--- src/rtl/cmsdk_uart_wb.sv ---
// Wishbone-attached 8N1 UART with a CMSDK-style register map and ID block.
// Single-entry TX/RX buffers; interrupt status is visible only through INTSTATUS.
module cmsdk_uart_wb (
  input  logic        i_clk,
  input  logic        i_reset_n,
  input  logic        i_dev_sel,
  input  logic        i_wb_cyc,
  input  logic        i_wb_we,
  input  logic [9:0]  i_wb_adr,
  input  logic [19:0] i_wb_dat,
  output logic [31:0] o_wb_dat,
  output logic        o_wb_ack,
  input  logic        i_rxd,
  output logic        o_txd,
  output logic        o_txen
);

  typedef enum logic [1:0] {S_IDLE, S_START, S_DATA, S_STOP} uart_st_e;

  logic        r_ack;
  logic [31:0] r_rdat;
  logic [6:0]  r_ctrl;
  logic [19:0] r_baud;
  logic [7:0]  r_txbuf, r_rxbuf;
  logic        r_txfull, r_txovr, r_rxfull, r_rxovr;
  logic [3:0]  r_int;

  logic        w_req, w_wr, w_rd;
  logic        w_wr_data, w_wr_state, w_wr_ctrl, w_wr_int, w_wr_baud, w_rd_data;
  logic [31:0] w_rdata;
  logic        w_run;

  assign w_req      = i_dev_sel & i_wb_cyc & ~r_ack;
  assign w_wr       = w_req & i_wb_we;
  assign w_rd       = w_req & ~i_wb_we;
  assign w_wr_data  = w_wr && (i_wb_adr == 10'h000);
  assign w_wr_state = w_wr && (i_wb_adr == 10'h001);
  assign w_wr_ctrl  = w_wr && (i_wb_adr == 10'h002);
  assign w_wr_int   = w_wr && (i_wb_adr == 10'h003);
  assign w_wr_baud  = w_wr && (i_wb_adr == 10'h004);
  assign w_rd_data  = w_rd && (i_wb_adr == 10'h000);
  assign w_run      = (r_baud >= 20'd16);

  assign o_wb_ack = r_ack;
  assign o_wb_dat = r_rdat;
  assign o_txen   = r_ctrl[0];

  always_comb begin
    w_rdata = 32'h0;
    case (i_wb_adr)
      10'h000: w_rdata = {24'h0, r_rxbuf};
      10'h001: w_rdata = {28'h0, r_rxovr, r_txovr, r_rxfull, r_txfull};
      10'h002: w_rdata = {25'h0, r_ctrl};
      10'h003: w_rdata = {28'h0, r_int};
      10'h004: w_rdata = {12'h0, r_baud};
      10'h3F4: w_rdata = 32'h04;
      10'h3F8: w_rdata = 32'h21;
      10'h3F9: w_rdata = 32'hB8;
      10'h3FA: w_rdata = 32'h1B;
      10'h3FB: w_rdata = 32'h00;
      10'h3FC: w_rdata = 32'h0D;
      10'h3FD: w_rdata = 32'hF0;
      10'h3FE: w_rdata = 32'h05;
      10'h3FF: w_rdata = 32'hB1;
      default: w_rdata = 32'h0;
    endcase
  end

  always_ff @(posedge i_clk or negedge i_reset_n) begin
    if (!i_reset_n) begin
      r_ack  <= 1'b0;
      r_rdat <= 32'h0;
    end else begin
      r_ack  <= w_req;
      r_rdat <= w_rd ? w_rdata : 32'h0;
    end
  end

  // ---------------- transmitter ----------------
  uart_st_e    r_tx_st, w_tx_next;
  logic [19:0] r_tx_cnt;
  logic [2:0]  r_tx_bit;
  logic [7:0]  r_tx_sh;
  logic        w_tx_tick, w_tx_load;

  assign w_tx_tick = (r_tx_cnt == r_baud - 20'd1);

  always_comb begin
    w_tx_next = r_tx_st;
    w_tx_load = 1'b0;
    if (!w_run) w_tx_next = S_IDLE;
    else begin
      case (r_tx_st)
        S_IDLE:  if (r_ctrl[0] && r_txfull) begin
                   w_tx_load = 1'b1;
                   w_tx_next = S_START;
                 end
        S_START: if (w_tx_tick) w_tx_next = S_DATA;
        S_DATA:  if (w_tx_tick && r_tx_bit == 3'd7) w_tx_next = S_STOP;
        // Reload straight from STOP so consecutive frames abut.
        S_STOP:  if (w_tx_tick) begin
                   if (r_ctrl[0] && r_txfull) begin
                     w_tx_load = 1'b1;
                     w_tx_next = S_START;
                   end else w_tx_next = S_IDLE;
                 end
        default: w_tx_next = S_IDLE;
      endcase
    end
  end

  always_ff @(posedge i_clk or negedge i_reset_n) begin
    if (!i_reset_n) r_tx_st <= S_IDLE;
    else            r_tx_st <= w_tx_next;
  end

  always_ff @(posedge i_clk or negedge i_reset_n) begin
    if (!i_reset_n) begin
      r_tx_cnt <= 20'h0;
      r_tx_bit <= 3'h0;
      r_tx_sh  <= 8'h0;
    end else begin
      if (!w_run || r_tx_st == S_IDLE || w_tx_tick) r_tx_cnt <= 20'h0;
      else                                          r_tx_cnt <= r_tx_cnt + 20'd1;
      if (w_tx_load) begin
        r_tx_sh  <= r_txbuf;
        r_tx_bit <= 3'h0;
      end else if (r_tx_st == S_DATA && w_tx_tick) begin
        r_tx_sh  <= {1'b0, r_tx_sh[7:1]};
        r_tx_bit <= r_tx_bit + 3'd1;
      end
    end
  end

  always_comb begin
    o_txd = 1'b1;
    case (r_tx_st)
      S_START: o_txd = 1'b0;
      S_DATA:  o_txd = r_tx_sh[0];
      default: o_txd = 1'b1;
    endcase
  end

  // ---------------- receiver ----------------
  uart_st_e    r_rx_st, w_rx_next;
  logic        r_rx_s1, r_rx_s2, r_rx_d;
  logic [19:0] r_rx_cnt;
  logic [2:0]  r_rx_bit;
  logic [7:0]  r_rx_sh;
  logic        w_rx_fall, w_rx_half, w_rx_tick, w_rx_shift, w_rx_done;

  assign w_rx_fall = r_rx_d & ~r_rx_s2;
  assign w_rx_half = (r_rx_cnt == (r_baud >> 1));
  assign w_rx_tick = (r_rx_cnt == r_baud - 20'd1);

  always_comb begin
    w_rx_next  = r_rx_st;
    w_rx_shift = 1'b0;
    w_rx_done  = 1'b0;
    if (!w_run) w_rx_next = S_IDLE;
    else begin
      case (r_rx_st)
        S_IDLE:  if (r_ctrl[1] && w_rx_fall) w_rx_next = S_START;
        S_START: if (w_rx_half) w_rx_next = r_rx_s2 ? S_IDLE : S_DATA;
        S_DATA:  if (w_rx_tick) begin
                   w_rx_shift = 1'b1;
                   if (r_rx_bit == 3'd7) w_rx_next = S_STOP;
                 end
        S_STOP:  if (w_rx_tick) begin
                   w_rx_done = r_rx_s2;
                   w_rx_next = S_IDLE;
                 end
        default: w_rx_next = S_IDLE;
      endcase
    end
  end

  always_ff @(posedge i_clk or negedge i_reset_n) begin
    if (!i_reset_n) r_rx_st <= S_IDLE;
    else            r_rx_st <= w_rx_next;
  end

  // Synchronizer resets to the idle line level so reset release is not seen as a start edge.
  always_ff @(posedge i_clk or negedge i_reset_n) begin
    if (!i_reset_n) begin
      r_rx_s1  <= 1'b1;
      r_rx_s2  <= 1'b1;
      r_rx_d   <= 1'b1;
      r_rx_cnt <= 20'h0;
      r_rx_bit <= 3'h0;
      r_rx_sh  <= 8'h0;
    end else begin
      r_rx_s1 <= i_rxd;
      r_rx_s2 <= r_rx_s1;
      r_rx_d  <= r_rx_s2;
      if (r_rx_st == S_IDLE || w_rx_next != r_rx_st || w_rx_tick) r_rx_cnt <= 20'h0;
      else                                                       r_rx_cnt <= r_rx_cnt + 20'd1;
      if (r_rx_st == S_IDLE) r_rx_bit <= 3'h0;
      else if (w_rx_shift) begin
        r_rx_bit <= r_rx_bit + 3'd1;
        r_rx_sh  <= {r_rx_s2, r_rx_sh[7:1]};
      end
    end
  end

  // ---------------- registers and flags (set beats clear) ----------------
  logic       w_txovr_set, w_rxovr_set;
  logic [3:0] w_int_set, w_int_clr;

  assign w_txovr_set = w_wr_data & r_txfull;
  assign w_rxovr_set = w_rx_done & r_rxfull;
  assign w_int_set   = {w_rxovr_set & r_ctrl[5], w_txovr_set & r_ctrl[4],
                        w_rx_done & r_ctrl[3],   w_tx_load & r_ctrl[2]};
  assign w_int_clr   = w_wr_int ? i_wb_dat[3:0] : 4'h0;

  always_ff @(posedge i_clk or negedge i_reset_n) begin
    if (!i_reset_n) begin
      r_ctrl   <= 7'h0;
      r_baud   <= 20'h0;
      r_txbuf  <= 8'h0;
      r_rxbuf  <= 8'h0;
      r_txfull <= 1'b0;
      r_txovr  <= 1'b0;
      r_rxfull <= 1'b0;
      r_rxovr  <= 1'b0;
      r_int    <= 4'h0;
    end else begin
      if (w_wr_ctrl) r_ctrl <= i_wb_dat[6:0];
      if (w_wr_baud) r_baud <= i_wb_dat;
      if (w_wr_data && !r_txfull) begin
        r_txbuf  <= i_wb_dat[7:0];
        r_txfull <= 1'b1;
      end else if (w_tx_load) r_txfull <= 1'b0;
      if (w_txovr_set)                   r_txovr <= 1'b1;
      else if (w_wr_state && i_wb_dat[2]) r_txovr <= 1'b0;
      if (w_rx_done) begin
        r_rxbuf  <= r_rx_sh;
        r_rxfull <= 1'b1;
      end else if (w_rd_data) r_rxfull <= 1'b0;
      if (w_rxovr_set)                   r_rxovr <= 1'b1;
      else if (w_wr_state && i_wb_dat[3]) r_rxovr <= 1'b0;
      r_int <= (r_int & ~w_int_clr) | w_int_set;
    end
  end

endmodule

--- config.mk ---
export PLATFORM = sky130hd
export DESIGN_NAME = cmsdk_uart_wb
export DESIGN_NICKNAME = d
export VERILOG_FILES = /design/src/rtl/cmsdk_uart_wb.sv
export SDC_FILE = /design/constraint.sdc
export NUM_CORES = 1
export LEC_CHECK = 0
export CAP_MARGIN = 0
export CORE_ASPECT_RATIO = 0.8
export CORE_MARGIN = 2
export CORE_UTILIZATION = 58
export DETAILED_ROUTE_END_ITERATION = 6
export DONT_BUFFER_PORTS = 1
export MAX_ROUTING_LAYER = met4
export PLACE_DENSITY = 0.76
export SYNTH_ARGS = -nofsm -noshare
export SYNTH_HDL_FRONTEND = slang
export SYNTH_SLANG_ARGS = --single-unit
--- constraint.sdc ---
create_clock -name i_clk -period 3.5 [get_ports i_clk]
set_input_delay 0.7 -clock i_clk [delete_from_list [all_inputs] [get_ports i_clk]]
set_output_delay 0.7 -clock i_clk [all_outputs]
set_load 0.02 [all_outputs]
==> summary.txt, run 1 <==
CTS
  • Clk slew on worst S/H paths: 70 ps
  • CTS tree: done
  • Worst-Skew Late Latency: 440 ps
  • Num CTS Buffers: 17
  • Clock sink count: 141
  • CTS Buffer Depth: 2
  • Htree depth: 4
  • Clock root buffer master: clkbuf_16

Global route
  • Total gr overflow: 0
  • Initial antenna violation count: 0
  • Largest net degree at the start of global routing: 142
  • Global-route wire length before repair: 33300 microns
  • Tot GR Track Use: 0.308
  • Vias in the first global route: 6174

Die
  • Total Die Area: 14800 sq um
  • Die height: 109 microns
  • Initial Util: 0.591
  • Top-Level Pins: 71
  • Placeable Area: 13600 sq um
  • FP Rows: 38
  • Die width: 135 microns

Yosys
  • Ys flop type: dfrtp_1
  • Number of flops mapped to enable cells by yosys: 0
  • Simple-gate area share of the yosys netlist: 0.189
  • Synth Area in Adders: 0.0172
  • Sequential area share after synthesis: 0.441
  • Mean post-synth cell area: 10.1 sq um
  • Compound-Gate Fraction of Synth Area: 0.0749
  • Synth warnings: 0
  • Largest family of logic cells by synthesized area: simple AND/OR/NAND/NOR gates
  • XOR/XNOR Fraction of Synth Area: 0.131
  • Synthesis-stage register bit count: 141
  • Mux contribution to synthesized area: 0.101
  • Mapped cell area: 8010 sq um
  • FFs w/ async S/R, synth: 1.00
  • Synth cell types: 68
  • Mapped Cells: 792

Drt
  • Antenna-violating nets left: 0
  • DR WL/cell: 20.8 microns
  • Final wirelength: 21500 microns
  • DRT iter0 DRCs: 502
  • Via count: 6331
  • Drt first pass iters: 5
  • Vias/cell: 6.15
  • Drc violations: 0

Critical path
  • Slowest CP cell: or4_4
  • Largest stage delay, worst path: 600 ps
  • Crit start category: flip-flop
  • R2R Path Start: r_baud[1]$_DFFE_PN0P_
  • CP endpoint kind: flip-flop
  • Critical Path Fanout Max: 6
  • Reg2reg path depth: 10
  • CP bufs+invs: 1
  • FF-to-FF setup slack: -30 ps
  • Crit Path Class: reg2reg
  • Critical path arrival: 3840 ps
  • Cell family with most CP delay: simple AND/OR/NAND/NOR gates
  • WP data required: 3810 ps
  • Worst r2r dst: r_rx_sh[7]$_DFFE_PN0P_
  • Critical path, cell by cell: inv_2 -> ha_4 -> or3b_4 -> or3_1 -> a21o_1 -> a221oi_2 -> nand4_1 -> or4_4 -> or4b_4 -> mux2_4

STA
  • Worst slew margin: 0.521
  • Tcrit/Tclk final: 1.01
  • Fmax: 283 MHz
  • Least-Margin Pin Slew: 710 ps
  • Worst setup margin: -30.6 ps
  • Fin Setup TNS: -194 ps
  • Final setup fails: 9
  • Tmin final: 3530 ps
  • Final hold violations: 138
  • Slew Limit Fails: 0
  • Setup Skew: 11.7 ps
  • RSZ-0062 raised after global routing: yes
  • Hold WS: -44.0 ps

Final layout
  • Fill count: 1022
  • Synth-to-layout area growth: 17.1%
  • Most frequent cells in the layout: dfrtp_1 (138), nor2_1 (81), buf_4 (73), nand2_1 (57), mux2_2 (52)
  • Most common cell after layout, fill and taps aside: dfrtp_1
  • Fin area: 9380 sq um
  • Layout cells sized above 1: 0.245
  • Diode count: 0
  • Final nets: 884
  • Non-Filler Instances: 1030
  • Core Util, Final: 0.692

Power and ir drop
  • Seq pwr share: 0.424
  • Sw power: 1.09 mW
  • Share of power burned in combinational logic: 0.101
  • Final Total Pwr: 4.07 mW
  • Clk network pwr share: 0.475
  • Leakage Power: 4.23 nW
  • Pwr/cell area: 434 nW/um^2
  • VDD IR max: 0.000356 V
  • Switching Fraction: 0.267
  • Internal power: 2.98 mW

Run status
  • Outcome: complete, but fails checks
  • Failing checks: hold timing, setup timing

Placement
  • IO buf count: 0
  • Placed Instance Area: 8520 sq um
  • Placed cell count: 986
  • Setup slack at placement: -167 ps
  • DP HPWL: 15200 microns
  • Gpl congestion: 0.888

Job
  • MaxCap Viol Count: 0

Min path
  • Min-Delay Path Class: in2async
layout make-up:
| class | count | area [sq um] | share of cell area |
|---|---|---|---|
| Clock buffer | 17 | 425 | 0.0453 |
| Tap cell | 180 | 225 | 0.0240 |
| Sequential cell | 141 | 3530 | 0.376 |
| Clock inverter | 15 | 200 | 0.0213 |
| Multi-Input combinational cell | 584 | 4330 | 0.462 |
| Timing Repair Buffer | 78 | 607 | 0.0647 |
| Inverter | 15 | 58.8 | 0.00627 |
power by group through the flow:
stage	clock, mW	combinational (mW)	sequential, mW
final	1.93	0.412	1.73
after global routing	2.02	0.445	1.73
after CTS	1.95	0.378	1.72
after detailed placement	0	0.367	1.75
after global placement	0	0.349	1.75
after floorplan	0	0.281	1.72
sequential cells by signal, summed over array words and instances (netlist names), 2 cells and up:
signal	cells
r_txbuf	8
o_wb_dat	20
r_rxbuf	8
r_ctrl	7
r_rx_sh	8
r_tx_sh	8
r_tx_st	2
r_rx_cnt	20
r_rx_bit	3
r_baud	20
r_tx_bit	3
r_rx_st	2
r_int	4
r_tx_cnt	20
logic make-up (layout without fill, tap and decap cells):
family,Yosys count,after routing
other cells,1,12
xor+xnor,107,107
fa+ha+maj,11,11
compound gates,88,88
buf+inv,79,125
flops,141,141
simple gates,296,297
mux,69,69
cells in the mapped netlist (5+ instances only):
cell type    n  area [sq um]
xnor2_1     48           420
buf_4       12          90.1
nand3b_1     5          37.5
nand2_1     57           214
nor3_1      15          75.1
clkbuf_1    37           139
dfrtp_1    138          3450
nand4_1     18           113
xor2_1      51           447
and3_1      11          68.8
buf_2        6          30.0
mux2_2      52           586
or4_1        5          37.5
xnor3_1      7           158
nor4_1      19           119
or3_1        7          43.8
nand2b_1     8          50.1
a31oi_1      5          31.3
and2_1      12          75.1
mux2_4       9           135
mux2i_1      7          70.1
nand3_1     33           165
ha_1        11           138
a21oi_1     20           100
o21ai_0     18          90.1
inv_1       15          56.3
buf_1        7          26.3
nor2_1      84           315
worst register-to-register path: stages (launching register included):
cell and delay, ps:
dfrtp_1 390, inv_2 90, ha_4 130, or3b_4 410
or3_1 320, a21o_1 170, a221oi_2 230, nand4_1 140
or4_4 600, or4b_4 600, mux2_4 330
layer usage:
layer / track usage / part of all wire / wire length (microns)
met1: 0.419 / 0.44 / 9430
met2: 0.467 / 0.47 / 10000
met3: 0.0697 / 0.078 / 1670
met4: 0.0923 / 0.016 / 335
met5: - / 0 / 0
timing repair:
item,in CTS,in global routing
gates cloned,1,2
pin swaps,2,2
setup buffers,5,4
endpoints found under the setup margin,26,32
resized for setup,12,17
endpoints found under the hold margin,138,138
how the worst max path moves through the flow:
stage                           from                 endpoint  slack (ps)  cells after the start
6_report       r_baud[1]$_DFFE_PN0P_   r_rx_sh[7]$_DFFE_PN0P_         -30                     10
5_1_grt        r_baud[1]$_DFFE_PN0P_   r_rx_sh[0]$_DFFE_PN0P_        -160                     10
4_1_cts        r_baud[1]$_DFFE_PN0P_   r_rx_sh[7]$_DFFE_PN0P_         -60                     10
3_5_place_dp   r_baud[0]$_DFFE_PN0P_   r_rx_sh[2]$_DFFE_PN0P_        -170                     10
3_3_place_gp   r_baud[0]$_DFFE_PN0P_   r_rx_sh[4]$_DFFE_PN0P_        -120                     10
2_1_floorplan  r_baud[0]$_DFFE_PN0P_  r_rx_bit[2]$_DFFE_PN0P_        -130                     13
Note: power is estimated with default switching activity, not from simulation.
==> run 2: changes to the inputs <==
--- a/config.mk
+++ b/config.mk
@@ -8,11 +8,13 @@
 export CAP_MARGIN = 0
 export CORE_ASPECT_RATIO = 0.8
 export CORE_MARGIN = 2
-export CORE_UTILIZATION = 58
+export CORE_UTILIZATION = 60
+export CTS_BUF_LIST = sky130_fd_sc_hd__clkbuf_2
 export DETAILED_ROUTE_END_ITERATION = 6
 export DONT_BUFFER_PORTS = 1
 export MAX_ROUTING_LAYER = met4
-export PLACE_DENSITY = 0.76
+export PLACE_DENSITY = 0.79
 export SYNTH_ARGS = -nofsm -noshare
 export SYNTH_HDL_FRONTEND = slang
 export SYNTH_SLANG_ARGS = --single-unit
+export TNS_END_PERCENT = 50
==> run 2 against run 1 <==
Final cell count decreased by 0.58%; sequential cell count did not move; first-iteration DRC count is 14% higher; utilization is 0.69 points higher; the run still ends with hold timing, setup timing left; register-to-register slack got worse by 20 ps; wire length is 4.1% lower; setup slack got worse by 16 ps; hold slack worse by 370 ps; fmax is 0.44% lower; critical path depth stayed put; clock-buffer cell count rose by 1.
==> summary.txt, run 2 (synthesis gave the netlist of run 1 again) <==
Global route
  • Largest net degree at the start of global routing: 142
  • Tot GR Track Use: 0.305
  • Vias in the first global route: 6074
  • Global-route wire length before repair: 32700 microns
  • Initial antenna violation count: 0
  • Total gr overflow: 0

STA
  • Fmax: 282 MHz
  • Worst setup margin: -46.2 ps
  • Worst slew margin: 0.535
  • Final hold violations: 141
  • Hold WS: -414 ps
  • Tcrit/Tclk final: 1.01
  • Final setup fails: 13
  • RSZ-0062 raised after global routing: yes
  • Slew Limit Fails: 0
  • Setup Skew: 28.8 ps
  • Least-Margin Pin Slew: 691 ps
  • Tmin final: 3550 ps

CTS
  • Worst-Skew Late Latency: 760 ps
  • CTS tree: done
  • Num CTS Buffers: 17
  • Clock sink count: 141
  • Clock root buffer master: clkbuf_2
  • # hold bufs at CTS: 1
  • Htree depth: 4
  • CTS Buffer Depth: 2
  • Clk slew on worst S/H paths: 240 ps

Die
  • Placeable Area: 13000 sq um
  • Total Die Area: 14300 sq um
  • Die height: 107 microns
  • FP Rows: 37
  • Die width: 133 microns
  • Top-Level Pins: 71
  • Initial Util: 0.618

Drt
  • DR WL/cell: 20.1 microns
  • DRT iter0 DRCs: 570
  • Final wirelength: 20600 microns
  • Vias/cell: 6.10
  • Drc violations: 0
  • Via count: 6243
  • Antenna-violating nets left: 0
  • Drt first pass iters: 7

Critical path
  • Critical path arrival: 4210 ps
  • Reg2reg path depth: 10
  • Critical Path Fanout Max: 6
  • WP data required: 4160 ps
  • R2R Path Start: r_baud[0]$_DFFE_PN0P_
  • Largest stage delay, worst path: 600 ps
  • Crit start category: flip-flop
  • Critical path, cell by cell: buf_4 -> nor4_4 -> buf_4 -> and4_4 -> xnor2_2 -> xnor2_1 -> or4_4 -> or4_4 -> or4b_4 -> mux2_4
  • CP endpoint kind: flip-flop
  • Cell family with most CP delay: simple AND/OR/NAND/NOR gates
  • CP startpoint: r_baud[0]$_DFFE_PN0P_
  • CP bufs+invs: 2
  • Slowest CP cell: or4b_4
  • Crit Path Class: reg2reg
  • Levels on crit path: 10

Placement
  • DP HPWL: 14700 microns
  • Placed cell count: 976
  • Gpl congestion: 0.941
  • IO buf count: 0
  • Setup slack at placement: -118 ps

Job
  • MaxCap Viol Count: 0

Power and ir drop
  • Leakage Power: 4.08 nW
  • Pwr/cell area: 356 nW/um^2
  • Final Total Pwr: 3.23 mW
  • VDD IR max: 0.000309 V

Final layout
  • Diode count: 0
  • Most common cell after layout, fill and taps aside: dfrtp_1
  • Synth-to-layout area growth: 13.1%
  • Fill count: 953
  • Layout cells sized above 1: 0.250
  • Non-Filler Instances: 1024
  • Most frequent cells in the layout: dfrtp_1 (138), nor2_1 (81), buf_4 (72), nand2_1 (57), mux2_2 (52)
  • Final nets: 883
  • Core Util, Final: 0.699

Min path
  • Min-Delay Path Class: in2async

Run status
  • Failing checks: hold timing, setup timing
  • Outcome: complete, but fails checks
-- run 2: changes by cell type in the layout (fill, tap and decap cells not counted), sizes merged --
| cell | delta |
|---|---|
| dlygate4sd3 | +1 |
| inv | -3 |
| buf | -2 |
| clkbuf | +1 |
| clkinvlp | +2 |
-- run 2: report_power, final --
group	switching, mW	internal (mW)	total, mW	leakage (nW)
Sequential	0.0607	1.67	1.73	1.91
Clock	0.675	0.421	1.10	0.157
Combinational	0.235	0.167	0.402	2.02
-- run 2: metal layers --
layer,vias up,routed length (microns),track usage
li1,2851,-,-
met1,3138,9530,0.439
met2,225,9560,0.457
met3,29,1210,0.0523
met4,0,290,0.0767
met5,-,0,-
-- run 2: cell type report --
type                       count  area (sq um)  share of cell area
clock buffer                  18          90.1             0.00994
timing repair buffer          77           613              0.0676
sequential                   141          3530               0.390
inverter                      15          58.8             0.00649
tap                          175           219              0.0242
clock inverter                14           184              0.0203
multi-input combinational    584          4370               0.482
-- run 2: worst paths after layout --
kind / to / slack (ps)
worst min-delay path: o_wb_dat[16]$_DFF_PN0_ / -410
min in group i_clk: r_txbuf[7]$_DFFE_PN0P_ / 40
max in group asynchronous: r_rx_s1$_DFF_PN1_ / 3610
worst max register to register: r_rx_sh[0]$_DFFE_PN0P_ / -50
worst max-delay path: r_rx_sh[0]$_DFFE_PN0P_ / -50
worst min register to register: r_rx_s2$_DFF_PN1_ / 370
-- run 2: repair_timing --
item,in CTS,in global routing
setup buffers,5,8
endpoints found under the setup margin,18,38
pin swaps,5,2
endpoints found under the hold margin,142,141
cloned,1,1
gates resized for setup,9,24
-- run 2: worst register-to-register path, stage by stage (launching register included) --
cell and delay [ps]:
dfrtp_1 450, buf_4 180, nor4_4 280, buf_4 170, and4_4 250, xnor2_2 140, xnor2_1 90, or4_4 510
or4_4 480, or4b_4 600, mux2_4 330
-- run 2: through the flow --
step	cell area, sq um	hold WS [ps]	setup TNS, ps
after floorplan	8100	345	-1140
after global placement	8480	350	-713
after detailed placement	8480	351	-1530
after CTS	8870	-450	-128
after global routing	9060	-436	-2040
final	9060	-414	-342
==> RTL edit 1 (settings of run 2) <==
Encoding of `uart_st_e`: now Gray code (2 bits for 4 values).
--- a/src/rtl/cmsdk_uart_wb.sv
+++ b/src/rtl/cmsdk_uart_wb.sv
@@ -17,3 +17,3 @@
 
-  typedef enum logic [1:0] {S_IDLE, S_START, S_DATA, S_STOP} uart_st_e;
+  typedef enum logic [1:0] {S_IDLE = 2'b00, S_START = 2'b01, S_DATA = 2'b11, S_STOP = 2'b10} uart_st_e;
 
Check against the original RTL: same outputs for any inputs over 4 cycles, from zero or initial values and one cycle with i_reset_n low; so few cycles prove little.
==> RTL edit 1 against run 2 <==
  * Die area fell by 1.3%
  * Sequential cell count stayed put
  * Cell area unchanged
  * Critical path depth up 2
  * Worst setup slack worse by 0.028 ns
  * Fmax shrank 0.78%
  * The flow finishes with violations (design-rule violations, negative hold slack, negative setup slack)
  * Sequential share of layout area did not move
  * Wire length rose by 1.2%
  * Area after synthesis down 1.4%
Power is not compared: it rests on default switching activity, and its combinational part moved more than twofold at a synthesized area within 25%.
==> RTL edit 1: results (changes against run 2) <==
final weighted congestion in routability-driven placement 0.9465 (+0.61%); Nets 897 (+1.6%); number of DRC markers in iteration 0 719 (+26%); Cell Count, Final, Fillers Out 1042 (+1.8%); DRC 5 (+5); delay of the slowest critical-path stage 0.47 ns (-0.13 ns); worst-path fanout max 5 (-1); share of post-route cells with drive strength above 1 0.2399 (-0.009798); met2 layer wire length in the routed design 9.636 mm (+0.85%); count of final hold-check violations 141 (unchanged); largest net degree at the start of global routing 142 (unchanged); final setup violation count 11 (-2); detailed-route wire length 20.83 mm (+1.2%); violations in the final reports design-rule violations, negative hold slack, negative setup slack; met3 WL 1.505 mm (+25%); biggest area contributors in the synthesized netlist sky130_fd_sc_hd__dfrtp_1 (44%), sky130_fd_sc_hd__xnor2_1 (6.6%), sky130_fd_sc_hd__mux2_2 (6.6%), sky130_fd_sc_hd__xor2_1 (4.8%), sky130_fd_sc_hd__nor2_1 (3.8%); outcome finished, violations left; via count of the first global-routing pass 6210 (+2.2%); number of distinct library cells after synthesis 72 (+5.9%); number of instances in the synthesized netlist 790 (-0.25%); GR Layer Usage met1 0.4353 (-0.003974); FF-to-FF path depth 12 (+2); wire length of the first global-routing pass 32.89 mm (+0.65%); capturing point of the worst reg2reg path r_rxbuf[7]; global routing usage on met2 0.4571 (about the same); cell with the largest stage delay on the worst path sky130_fd_sc_hd__dfrtp_1; worst setup skew after layout 0.03348 ns (+0.004685 ns); synth cell count leaders sky130_fd_sc_hd__dfrtp_1 (138), sky130_fd_sc_hd__nor2_1 (81), sky130_fd_sc_hd__xnor2_1 (60); GRT Total Usage 0.3115 (+0.006101); worst-margin pin slew 0.8246 ns (+0.1341 ns); insertion delay of the later-clocked pin in the worst-skew pair 0.74 ns (-0.02 ns); worst setup margin -0.07424 ns (-0.02803 ns); final HPWL from detailed placement 15.14 mm (+3.2%); met3 global-route usage 0.06667 (+0.01441); worst hold slack -0.3847 ns (+0.02976 ns)
## RTL edit 1: changes by cell type in the layout (fill, tap and decap cells not counted), moves of 5 or more
cell                            change
sky130_fd_sc_hd__xnor2_1           +13
sky130_fd_sc_hd__dlygate4sd3_1      +9
sky130_fd_sc_hd__nand3_1            -9
sky130_fd_sc_hd__xor2_1             -8
sky130_fd_sc_hd__inv_1              +6
sky130_fd_sc_hd__mux2_2             -6
sky130_fd_sc_hd__nor4_1             -6
sky130_fd_sc_hd__o21a_1             +6
sky130_fd_sc_hd__o22a_1             +6
sky130_fd_sc_hd__buf_4              +5
## RTL edit 1: cell type report
| type | count | area, um^2 | share of cell area |
|---|---|---|---|
| well taps | 175 | 219.0 | 0.02415 |
| multi-input cells | 582 | 4210 | 0.4645 |
| flip-flops and latches | 141 | 3532 | 0.3896 |
| repair buffers | 93 | 757.0 | 0.08351 |
| inverters | 19 | 71.32 | 0.007867 |
| clock inverters | 15 | 190.2 | 0.02098 |
| clock buffers | 17 | 85.08 | 0.009386 |
## RTL edit 1: logic make-up after synthesis
group                    count (synthesis)  synth area share
XOR/XNOR                               106            0.1227
buffers and inverters                   79           0.04717
AO/OA/AOI/OAI                          109           0.09546
flip-flops                             141            0.4469
adder cells (fa/ha/maj)                  7           0.01108
AND/OR/NAND/NOR                        290            0.1898
multiplexers                            57           0.08643
other                                    1         0.0004745
## RTL edit 1: per-stage QoR
step                      instance area, um^2  worst slack [ns]  total power [uW]    util  setup TNS [ns]
after CTS                                8856          -0.01430              2829  0.6881        -0.07128
after global routing                     9065           -0.1217              2929  0.7044          -1.768
final                                    9065          -0.07424              2827  0.7044         -0.4581
after global placement                   8481          -0.06950              1766  0.6590         -0.7859
after floorplan                          7989           -0.3174              1751       -          -4.547
after detailed placement                 8481           -0.2131              1768  0.6590          -3.733
## RTL edit 1: worst max-delay path by stage
stage / startpoint / end / slack (ns) / depth (start not counted)
after global routing: r_baud[6] / r_rxbuf[7] / -0.12 / 12
after floorplan: r_baud[7] / r_rxbuf[2] / -0.32 / 13
final: r_baud[0] / r_rxbuf[7] / -0.07 / 12
after CTS: r_baud[7] / r_rx_sh[3] / -0.01 / 10
after detailed placement: r_baud[0] / r_rxbuf[2] / -0.21 / 9
after global placement: r_baud[10] / r_rxbuf[6] / -0.07 / 9
## RTL edit 1: repair_timing
action | CTS | global route
setup endpoints to repair | 31 | 35
hold buffers | 2 | 8
cloned | 1 | 1
setup buffers | 3 | 3
pin swaps | 2 | 5
endpoints found under the hold margin | 143 | 158
resized for setup | 10 | 26
## RTL edit 1: where the power goes
part | internal (uW) | switching, uW | leakage, uW
combinational | 53.4 | 64.5 | 0.00220
clock | 414 | 652 | 0.000160
sequential | 1640 | 5.45 | 0.00193
total | 2100 | 722 | 0.00429
==> RTL edit 2 (settings of run 2) <==
Made on the original files. Add an input register stage for `i_rxd`, without a reset; this delays it by one clock. The other inputs are not delayed to match.
--- a/src/rtl/cmsdk_uart_wb.sv
+++ b/src/rtl/cmsdk_uart_wb.sv
@@ -18,2 +18,8 @@
   typedef enum logic [1:0] {S_IDLE, S_START, S_DATA, S_STOP} uart_st_e;
+
+  logic i_rxd_q;
+
+  always_ff @(posedge i_clk) begin
+    i_rxd_q <= i_rxd;
+  end
 
@@ -192,3 +198,3 @@
     end else begin
-      r_rx_s1 <= i_rxd;
+      r_rx_s1 <= i_rxd_q;
       r_rx_s2 <= r_rx_s1;
Function: no difference found for any inputs over 4 cycles, from zero or initial values and one cycle with i_reset_n low; that may be too few to reach the edited logic, so the function may still have changed.
==> RTL edit 2 against run 2 <==
  * The flow still finishes with violations (negative hold slack, negative setup slack)
  * First-iteration DRC count rose by 25%
  * Area after synthesis is 0.47% lower
  * Cell area is 1.4% higher
  * Non-clock buffer count up 24
  * Sequential cell count increased by 1
  * Utilization is 1.2 points higher
  * Clock skew up 0.0070 ns
  * Power fell by 7.3%
  * Worst setup slack worse by 0.12 ns
  * Count of clock-buffer cells in the layout is the same
  * Sequential share of layout area fell by 0.25 points
  * Wire length grew 7.4%
  * Clock power is 21% lower
  * Combinational power fell by 2%
  * Critical endpoint is now r_tx_sh[1]
  * Largest cell class unchanged
==> RTL edit 2: results (changes against run 2) <==
share of the yosys chip area belonging to registers 0.4453 (+0.004584); quantity of gates resized following cts 21 (+12); kind of start point of the critical path register; worst hold slack -0.3906 ns (+0.02381 ns); average vias per placed instance 6.166 (+1.1%); root buffer selected by CTS sky130_fd_sc_hd__clkbuf_2; largest net degree at the start of global routing 142 (unchanged); detailed-route wire length 22.11 mm (+7.4%); async set-or-reset flop fraction in the synthesized netlist 0.9930 (-0.007042); input/output buffers 0 (unchanged); diodes inserted 0 (unchanged); Avg Cell Area, Syn 9.958 um^2 (-1.6%); total clock buffers created by CTS 17 (unchanged); outcome finished, violations left; kind of cell with the highest combined delay on the critical path simple AND/OR/NAND/NOR gates; number of distinct library cells after synthesis 67 (-1.5%); worst setup skew after layout 0.03577 ns (+0.006976 ns); number of DRC markers in iteration 0 715 (+25%); yosys warns 0 (unchanged); share of the clock period used by the worst path 1.048 (+0.03505); count of final hold-check violations 141 (unchanged); GRT Total Usage 0.3280 (+0.02261); worst setup margin -0.1689 ns (-0.1227 ns); beginning of the worst register-to-register path r_baud[1]; TNS Setup -0.9133 ns (-0.5708 ns); number of search-and-repair iterations in the first detailed-routing pass 7 (unchanged); worst-margin pin slew 0.8074 ns (+0.1169 ns); delay of the slowest critical-path stage 0.59 ns; buffers inserted by post-CTS timing repair 6 (+1); cell total after placement 1003 (+2.8%); violations in the final reports negative hold slack, negative setup slack; share of post-route cells with drive strength above 1 0.2415 (-0.008171); clock tree buffer depth 2 (unchanged); Post-Place Setup Slack -0.3419 ns (-0.2237 ns); path type of the worst min-delay path primary input to asynchronous set/reset pin; number of antenna violations at the first check in global routing 0 (unchanged); final HPWL from detailed placement 15.78 mm (+7.6%); Filler cells 931 (-2.3%); Max H-tree Level 4 (unchanged); final setup violation count 7 (-6); Nets 920 (+4.2%); number of hold buffers added after cts 2 (+1); synth cell count leaders sky130_fd_sc_hd__dfrtp_1 (138), sky130_fd_sc_hd__nor2_1 (76), sky130_fd_sc_hd__nand2_1 (73); clock slew at the register clock pins of the worst setup and hold paths 0.24 ns (about the same); commonest register cell after synthesis sky130_fd_sc_hd__dfrtp_1; via count of the first global-routing pass 6475 (+6.6%); biggest area contributors in the synthesized netlist sky130_fd_sc_hd__dfrtp_1 (43%), sky130_fd_sc_hd__mux2_2 (7.5%), sky130_fd_sc_hd__xnor2_1 (6.3%), sky130_fd_sc_hd__xor2_1 (4.4%), sky130_fd_sc_hd__nor2_1 (3.6%); detail-routed net length per standard cell 20.84 um (+3.7%); worst-path fanout max 6 (unchanged); insertion delay of the later-clocked pin in the worst-skew pair 0.75 ns; Arr. time, crit path 4.34 ns (+0.13 ns); leakage power 0.004158 uW (+1.8%); wire length of the first global-routing pass 34.56 mm (+5.8%); cell with the largest stage delay on the worst path sky130_fd_sc_hd__or4_4; Worst IR Drop VDD 0.2814 mV (-9.0%); final weighted congestion in routability-driven placement 0.9638 (+2.4%)
-- RTL edit 2: cells by family (layout without fill, tap and decap cells) --
kind of cell,after synthesis,in the layout,synth area share
muxes,64,64,0.09004
and+or+nand+nor,293,295,0.1856
adders and majority gates,11,11,0.01725
AOI/OAI and AO/OA,99,99,0.08690
xor gates and xnor gates,103,103,0.1235
DFF,142,142,0.4453
other,1,12,0.0004701
buffers and inverters,88,160,0.05098
-- RTL edit 2: worst paths after layout --
kind                              endpoint  slack [ns]  depth (start not counted)
worst min-delay path            r_tx_sh[6]       -0.39                          0
min in group i_clk                o_wb_ack        0.07                          2
worst max-delay path            r_tx_sh[1]       -0.17                          9
worst max register to register  r_tx_sh[1]       -0.17                          9
worst min register to register     r_rx_s1        0.31                          0
max in group asynchronous           r_rx_d        3.65                          0
-- RTL edit 2: area by class of cell --
cell class	instances	area, um^2	area share
Clock inverter	14	108.9	0.01185
Sequential cell	142	3557	0.3872
Clock buffer	18	90.09	0.009805
Tap cell	175	219.0	0.02383
Multi-Input combinational cell	584	4260	0.4637
Timing Repair Buffer	101	850.8	0.09261
Inverter	27	101.3	0.01103
-- RTL edit 2: power by group --
part,internal (uW),switching [uW],total [uW]
Clock,201,662,864
Sequential,1680,52.5,1730
Combinational,159,234,393
-- RTL edit 2: per-stage QoR --
step	cell area [um^2]	utilization
final	9188	0.7113
after global routing	9188	0.7113
after CTS	8941	0.6922
after detailed placement	8551	0.6620
after global placement	8551	0.6620
after floorplan	8043	-
-- RTL edit 2: per-layer routing --
metal / routed length [um] / track usage / vias up / share of wire
li1: - / - / 2936 / -
met1: 9785 / 0.4528 / 3192 / 0.44
met2: 9777 / 0.4752 / 360 / 0.44
met3: 2009 / 0.07754 / 54 / 0.091
met4: 540 / 0.1229 / 0 / 0.024
met5: 0 / - / - / 0
